### src/rtl/ebpc_pkg.sv
// Shared constants and types for the EBPC encoder front end.
//   DATA_W           : width of raw activations, znz words and nz words
//   MAX_ZRLE_LEN     : longest zero run a single ZRLE symbol can describe
//   LOG_MAX_ZRLE_LEN : width of the run-length field inside a run symbol
//   znz_state_e      : ZNZ encoder block state (ACCEPT inputs / DRAIN packer)
package ebpc_pkg;

  localparam int DATA_W           = 8;
  localparam int MAX_ZRLE_LEN     = 16;
  localparam int LOG_MAX_ZRLE_LEN = $clog2(MAX_ZRLE_LEN);

  typedef enum logic {
    ACCEPT = 1'b0,
    DRAIN  = 1'b1
  } znz_state_e;

endpackage

### src/rtl/ebpc_bit_packer.sv
// Variable-length bit packer: appends 0..SYM_W bits per cycle into a
// 2*DATA_W buffer and emits DATA_W-bit words, MSB first.
//   clk_i, rst_ni : clock, synchronous active-low reset
//   add_vld       : append add_len bits this cycle
//   add_data      : symbol bits, right-aligned (bits above add_len must be 0)
//   add_len       : number of bits to append (0..SYM_W)
//   drain         : block is complete; flush remaining bits with zero padding
//   out_data      : top DATA_W bits of the buffer
//   out_vld       : out_data holds a word to send
//   out_last      : out_data is the final word of the block (only while draining)
//   out_rdy       : downstream accepts out_data
//   fill          : number of valid bits currently buffered
module ebpc_bit_packer #(
  parameter int DATA_W = 8,
  parameter int SYM_W  = 6,
  parameter int LEN_W  = $clog2(SYM_W + 1),
  parameter int FILL_W = $clog2(2 * DATA_W + 1)
) (
  input  logic              clk_i,
  input  logic              rst_ni,
  input  logic              add_vld,
  input  logic [SYM_W-1:0]  add_data,
  input  logic [LEN_W-1:0]  add_len,
  input  logic              drain,
  output logic [DATA_W-1:0] out_data,
  output logic              out_vld,
  output logic              out_last,
  input  logic              out_rdy,
  output logic [FILL_W-1:0] fill
);

  localparam int BUF_W = 2 * DATA_W;
  localparam logic [FILL_W-1:0] FILL_WORD = FILL_W'(DATA_W);
  localparam logic [LEN_W-1:0]  LEN_MAX   = LEN_W'(SYM_W);

  // Valid bits are kept left-aligned: buf_q[BUF_W-1 -: fill_q]; everything
  // below is zero, so a partial final word is padded for free.
  logic [BUF_W-1:0]  buf_q, buf_d, buf_shift, sym_aligned;
  logic [FILL_W-1:0] fill_q, fill_d, fill_shift;
  logic              xfer;

  always_comb begin
    out_vld  = (fill_q >= FILL_WORD) | (drain & (fill_q != '0));
    out_last = drain & (fill_q <= FILL_WORD);
    out_data = buf_q[BUF_W-1 -: DATA_W];
    fill     = fill_q;
    xfer     = out_vld & out_rdy;

    // Shift out the sent word first, then append behind what remains.
    buf_shift  = xfer ? (buf_q << DATA_W) : buf_q;
    fill_shift = xfer ? (fill_q - FILL_WORD) : fill_q;

    // Left-align the symbol to the buffer MSB, dropping the unused top bits.
    sym_aligned = {add_data, {(BUF_W - SYM_W){1'b0}}} << (LEN_MAX - add_len);

    buf_d  = buf_shift;
    fill_d = fill_shift;
    if (add_vld) begin
      buf_d  = buf_shift | (sym_aligned >> fill_shift);
      fill_d = fill_shift + FILL_W'(add_len);
    end
    if (xfer && out_last) begin
      buf_d  = '0;
      fill_d = '0;
    end
  end

  always_ff @(posedge clk_i) begin
    if (!rst_ni) begin
      buf_q  <= '0;
      fill_q <= '0;
    end else begin
      buf_q  <= buf_d;
      fill_q <= fill_d;
    end
  end

endmodule

### src/rtl/ebpc_znz_encoder.sv
// ZNZ encoder: splits a block of activations into a zero/non-zero mask,
// run-length encodes the mask (ZRLE) into packed DATA_W-bit znz words and
// forwards the non-zero values on the nz stream.
//   clk_i, rst_ni        : clock, synchronous active-low reset
//   data_i/last_i        : raw word and end-of-block marker
//   vld_i/rdy_o          : input handshake
//   znz_o/znz_last_o     : packed ZRLE word (first symbol bit at MSB), block end
//   znz_vld_o/znz_rdy_i  : znz handshake
//   nz_o                 : non-zero word
//   nz_vld_o/nz_rdy_i    : nz handshake
//   state_o              : current block state, for observation
//
// Handshakes (all three ports): a word moves on a rising edge where valid and
// ready are both high; a source holds valid high and data stable until that
// edge. Symbols: non-zero word -> "1"; zero run of n -> "0" + (n-1) in
// LOG_MAX_ZRLE_LEN bits, MSB first.
module ebpc_znz_encoder
  import ebpc_pkg::*;
#(
  parameter int DATA_W           = ebpc_pkg::DATA_W,
  parameter int MAX_ZRLE_LEN     = ebpc_pkg::MAX_ZRLE_LEN,
  parameter int LOG_MAX_ZRLE_LEN = ebpc_pkg::LOG_MAX_ZRLE_LEN
) (
  input  logic              clk_i,
  input  logic              rst_ni,
  input  logic [DATA_W-1:0] data_i,
  input  logic              last_i,
  input  logic              vld_i,
  output logic              rdy_o,
  output logic [DATA_W-1:0] znz_o,
  output logic              znz_vld_o,
  input  logic              znz_rdy_i,
  output logic              znz_last_o,
  output logic [DATA_W-1:0] nz_o,
  output logic              nz_vld_o,
  input  logic              nz_rdy_i,
  output znz_state_e        state_o
);

  localparam int SYM_W  = LOG_MAX_ZRLE_LEN + 2;
  localparam int LEN_W  = $clog2(SYM_W + 1);
  localparam int FILL_W = $clog2(2 * DATA_W + 1);
  localparam logic [LOG_MAX_ZRLE_LEN-1:0] RUN_ONE = LOG_MAX_ZRLE_LEN'(1);
  localparam logic [LOG_MAX_ZRLE_LEN:0]   RUN_MAX = MAX_ZRLE_LEN[LOG_MAX_ZRLE_LEN:0];

  znz_state_e                  state_q;
  // run_q counts zeros seen since the last emitted symbol (0 = nothing pending).
  logic [LOG_MAX_ZRLE_LEN-1:0] run_q, run_d;
  logic [LOG_MAX_ZRLE_LEN:0]   run_inc;
  logic [DATA_W-1:0]           nz_q;
  logic                        nz_vld_q;
  logic                        is_zero, accept;
  logic                        sym_vld;
  logic [SYM_W-1:0]            sym_data;
  logic [LEN_W-1:0]            sym_len;
  logic [DATA_W-1:0]           pk_data;
  logic                        pk_vld, pk_last;
  logic [FILL_W-1:0]           pk_fill;

  always_comb begin
    is_zero = (data_i == '0);
    // Packer holds < DATA_W bits when accepting; one input adds at most SYM_W
    // bits, so the 2*DATA_W buffer cannot overflow.
    rdy_o   = rst_ni & (state_q == ACCEPT) & (pk_fill < FILL_W'(DATA_W))
            & (!nz_vld_q | nz_rdy_i);
    accept  = vld_i & rdy_o;
    run_inc = {1'b0, run_q} + {{LOG_MAX_ZRLE_LEN{1'b0}}, 1'b1};

    sym_vld  = 1'b0;
    sym_data = '0;
    sym_len  = '0;
    run_d    = run_q;
    if (accept) begin
      if (is_zero) begin
        if ((run_inc == RUN_MAX) || last_i) begin
          // Run length n = run_q + 1, so the encoded field (n-1) is run_q.
          sym_vld  = 1'b1;
          sym_data = {2'b00, run_q};
          sym_len  = LEN_W'(SYM_W - 1);
          run_d    = '0;
        end else begin
          run_d = run_inc[LOG_MAX_ZRLE_LEN-1:0];
        end
      end else begin
        sym_vld = 1'b1;
        run_d   = '0;
        if (run_q != '0) begin
          sym_data = {1'b0, run_q - RUN_ONE, 1'b1};
          sym_len  = LEN_W'(SYM_W);
        end else begin
          sym_data = SYM_W'(1);
          sym_len  = LEN_W'(1);
        end
      end
    end
  end

  always_ff @(posedge clk_i) begin
    if (!rst_ni) begin
      state_q  <= ACCEPT;
      run_q    <= '0;
      nz_q     <= '0;
      nz_vld_q <= 1'b0;
    end else begin
      run_q <= run_d;
      case (state_q)
        ACCEPT: if (accept && last_i) state_q <= DRAIN;
        DRAIN:  if (pk_vld && pk_last && znz_rdy_i) state_q <= ACCEPT;
        default: state_q <= ACCEPT;
      endcase
      // Single-entry nz register; reload and consume may share a cycle.
      if (accept && !is_zero) begin
        nz_q     <= data_i;
        nz_vld_q <= 1'b1;
      end else if (nz_rdy_i) begin
        nz_vld_q <= 1'b0;
      end
    end
  end

  ebpc_bit_packer #(
    .DATA_W (DATA_W),
    .SYM_W  (SYM_W),
    .LEN_W  (LEN_W),
    .FILL_W (FILL_W)
  ) u_packer (
    .clk_i    (clk_i),
    .rst_ni   (rst_ni),
    .add_vld  (sym_vld),
    .add_data (sym_data),
    .add_len  (sym_len),
    .drain    (state_q == DRAIN),
    .out_data (pk_data),
    .out_vld  (pk_vld),
    .out_last (pk_last),
    .out_rdy  (znz_rdy_i),
    .fill     (pk_fill)
  );

  assign znz_o      = pk_data;
  assign znz_vld_o  = rst_ni & pk_vld;
  assign znz_last_o = rst_ni & pk_vld & pk_last;
  assign nz_o       = nz_q;
  assign nz_vld_o   = rst_ni & nz_vld_q;
  assign state_o    = state_q;

endmodule

### config.mk
export PLATFORM = sky130hd
export DESIGN_NAME = ebpc_znz_encoder
export DESIGN_NICKNAME = d
export VERILOG_FILES = /design/src/rtl/ebpc_pkg.sv /design/src/rtl/ebpc_bit_packer.sv /design/src/rtl/ebpc_znz_encoder.sv
export SDC_FILE = /design/constraint.sdc
export NUM_CORES = 1
export LEC_CHECK = 0
export ABC_AREA = 0
export CAP_MARGIN = 20
export CELL_PAD_IN_SITES_DETAIL_PLACEMENT = 0
export CELL_PAD_IN_SITES_GLOBAL_PLACEMENT = 1
export CORE_MARGIN = 3
export CORE_UTILIZATION = 43
export DETAILED_ROUTE_END_ITERATION = 8
export GPL_TIMING_DRIVEN = 0
export PLACE_DENSITY_LB_ADDON = 0.1
export RECOVER_POWER = 25
export SYNTH_ARGS = -nofsm -noshare
export SYNTH_HDL_FRONTEND = slang
export SYNTH_SLANG_ARGS = --single-unit
### constraint.sdc
create_clock -name clk_i -period 6.2 [get_ports clk_i]
set_input_delay 1.24 -clock clk_i [delete_from_list [all_inputs] [get_ports clk_i]]
set_output_delay 1.24 -clock clk_i [all_outputs]
set_load 0.1 [all_outputs]
==> impl_results.md <==
* Max-slew violations at 0
* Fraction of layout instances using a drive strength above 1 at 8.50%
* Flop and latch count out of synthesis at 35
* Gr usage total at between 20% and 30%
* DRT Wirelength at 6580 µm
* DR vias at ~2400
* Nets at 365
* Clock transition at path regs at approximately 70 ps
* Worst Max-Slew Pin Slew at around 990 ps
* Worst Skew at ~2.0 ps
* Switching share of power at 40.8%
* Predominant post-synthesis flop cell: dfxtp_1
* Tcrit/Tclk final at about 86%
* Worst path required time at approximately 6300 ps
* Initial antenna violation count at 0
* DRT iter0 DRCs at ~200
* Sink Count at 35
* Internal power at 0.380 mW
* First-pass GRT wire length at 11000 µm
* Max-cap violations at 0
* Syn_nets at 324
* Synth warn at 0
* Clk_lat worst skew at approximately 280 ps
* Max Clock Freq at between 150 and 200 MHz
* Initial Util at a little under half
* Min Tclk post-route at ~5300 ps
* Status: finished clean
* Leading cell type in the layout, fill and taps excluded: nand2_1
* Setup TNS at 0 ps
* CP max FO at 9
* Worst hold path class: register to register
* Setup Fix Bufs, Post-CTS at 0
* I/O Buffers at 34
* Headroom to the max-slew limit at 33.9%
* Final Power at 0.641 mW
* Clock power share at 24.3%
* Vias in the first global route at about 2300
* HPWL Detailed at about 5000 µm
* Max clock buf depth at 2
* Mapped Area at between 2000 and 2500 µm²
* CTS tree: yes
* Vias per inst at just under 6
* DRT Pass-1 Iters at 4
* Switching power at roughly 0.26 mW
* Core Box Area at 5270 µm²
* Max VDD drop at 0.150 mV
* Clock root cell: clkbuf_8
* Final hold violation count at 0
* Gate power share at between 30% and 40%
* CTS buffer count at 5
* Cts hold-fix bufs at 0
* Die height at about 80 µm
* Count of different cell masters after synthesis at 61
* Full die area at 6540 µm²
* Final number of setup-violating endpoints at 0
* RSZ-0062 raised after global routing: false
* Mapped Cells at approximately 300
* Seq pwr share at between 30% and 40%
* CP endpoint kind: register
* Largest net degree at the start of global routing at 11
* Post-synthesis sequential area ratio at 29.1%
* Std-Cell Rows at 26
* Syn avg cell area at roughly 8 µm²
* CP arrival at approximately 5500 ps
* Startpoint types: primary input
* GRT overflow at 0
* Leakage power at roughly 1.1 nW
* EDFF count, synth at 0
* Routed wire per std cell at roughly 16 µm
* # DRC at 0
* Commonest non-fill, non-tap cells in the layout: nand2_1, dfxtp_1, nor2_1
* # IOs at 35
* Die width at 80.9 µm
* P per Cell Area at 220 nW/µm²
* Htree depth at 2
* Synth-to-layout area growth at 20.9%
* Post-cts sizing count at 0
* Ys async rst share at 0%
* DRT antenna net count at 0
* Crit path kind: primary input to register
* Ant. Diodes at 0
* Gpl congestion at between 0.8 and 0.9
## metal layers
layer	vias to the layer above	GRT usage (%)	share of wire (%)	wire length [µm]
met5	-	0	0	0
met4	0	6.08	1.2	80
met3	7	3.55	5.4	355
met2	80	32.3	44	2870
met1	1115	31.0	50	3270
li1	1199	-	-	-
## final cells by class
type                    instances  area (µm²)
multi-input cells             238        1570
clock inverters                 1        7.51
well taps                      70        87.6
inverters                       8        30.0
flip-flops and latches         35         701
clock buffers                   5        68.8
fillers                       545        2360
repair buffers                 34         340
plain buffers                  20         106
## power groups by stage
stage	Sequential, mW	Combinational [mW]	Clock [mW]
2_1_floorplan	0.277	0.151	0
3_3_place_gp	0.250	0.240	0
3_5_place_dp	0.250	0.240	0
4_1_cts	0.245	0.241	0.163
5_1_grt	0.246	0.259	0.169
6_report	0.245	0.240	0.156
## critical path, stage by stage
cell and delay (ps):
clkdlybuf4s50_1 460, or4_4 610, a2111oi_4 480, nand2b_1 160, clkbuf_1 320, a21oi_1 140
ha_1 300, nor4_2 720, or2_1 230, o211ai_1 110, a32oi_1 460, o221ai_1 210
## stage by stage
| step | instance area [µm²] | utilization [%] | hold slack [ps] | cells | setup WS, ps |
|---|---|---|---|---|---|
| finish | 2910 | 55.3 | 458 | 411 | 877 |
| floorplan | 2410 | - | 425 | 301 | 1820 |
| global route | 2910 | 55.3 | 497 | 411 | 575 |
| global placement | 2840 | 53.8 | 438 | 405 | 599 |
| detailed placement | 2840 | 53.8 | 441 | 405 | 609 |
| CTS | 2910 | 55.3 | 460 | 411 | 901 |
## registers in the layout (all words and copies together), names as in the netlist
name and count:
u_packer.buf_q 16, nz_o 8, u_packer.fill 5, run_q 4
nz_vld_q 1, state_o 1
## cell families after synthesis
family                   share of synthesized area, %
AND/OR/NAND/NOR                                  27.2
AO/OA/AOI/OAI                                    27.6
flip-flops                                       29.1
buffers and inverters                            5.66
adder cells (fa/ha/maj)                          4.98
multiplexers                                     3.32
XOR/XNOR                                         2.18
## final timing paths
path                           startpoint                      endpoint  slack (ps)  depth (start not counted)
max reg2reg         run_q[1]$_SDFFE_PN0P_  u_packer.buf_q[9]$_SDFF_PP0_        2010                         12
min reg2reg  u_packer.buf_q[6]$_SDFF_PP0_  u_packer.buf_q[6]$_SDFF_PP0_         460                          2
max                             data_i[7]  u_packer.buf_q[9]$_SDFF_PP0_         880                         12
min          u_packer.buf_q[6]$_SDFF_PP0_  u_packer.buf_q[6]$_SDFF_PP0_         460                          2
## Yosys cell counts, types with 3 or more instances
cell type / count / area, µm²
nand2_1: 44 / 165
dfxtp_1: 35 / 701
nor2_1: 26 / 97.6
a21oi_1: 14 / 70.1
clkbuf_1: 11 / 41.3
nand3_1: 10 / 50.1
o21ai_0: 10 / 50.1
buf_4: 8 / 60.1
ha_1: 8 / 100
inv_1: 8 / 30.0
mux2i_1: 8 / 80.1
nor2b_1: 8 / 50.1
o221ai_1: 8 / 70.1
a21boi_0: 7 / 52.6
o211ai_1: 6 / 45.0
a22oi_1: 5 / 37.5
and2_1: 5 / 31.3
o21ai_1: 5 / 25.0
o22ai_1: 5 / 31.3
a211oi_1: 4 / 30.0
nor4_1: 4 / 25.0
o2111ai_1: 4 / 35.0
xnor2_1: 4 / 35.0
a31oi_1: 3 / 18.8
nand2b_1: 3 / 18.8
nor3_1: 3 / 15.0
nor4_2: 3 / 37.5
Power figures use the tool's default switching activity.
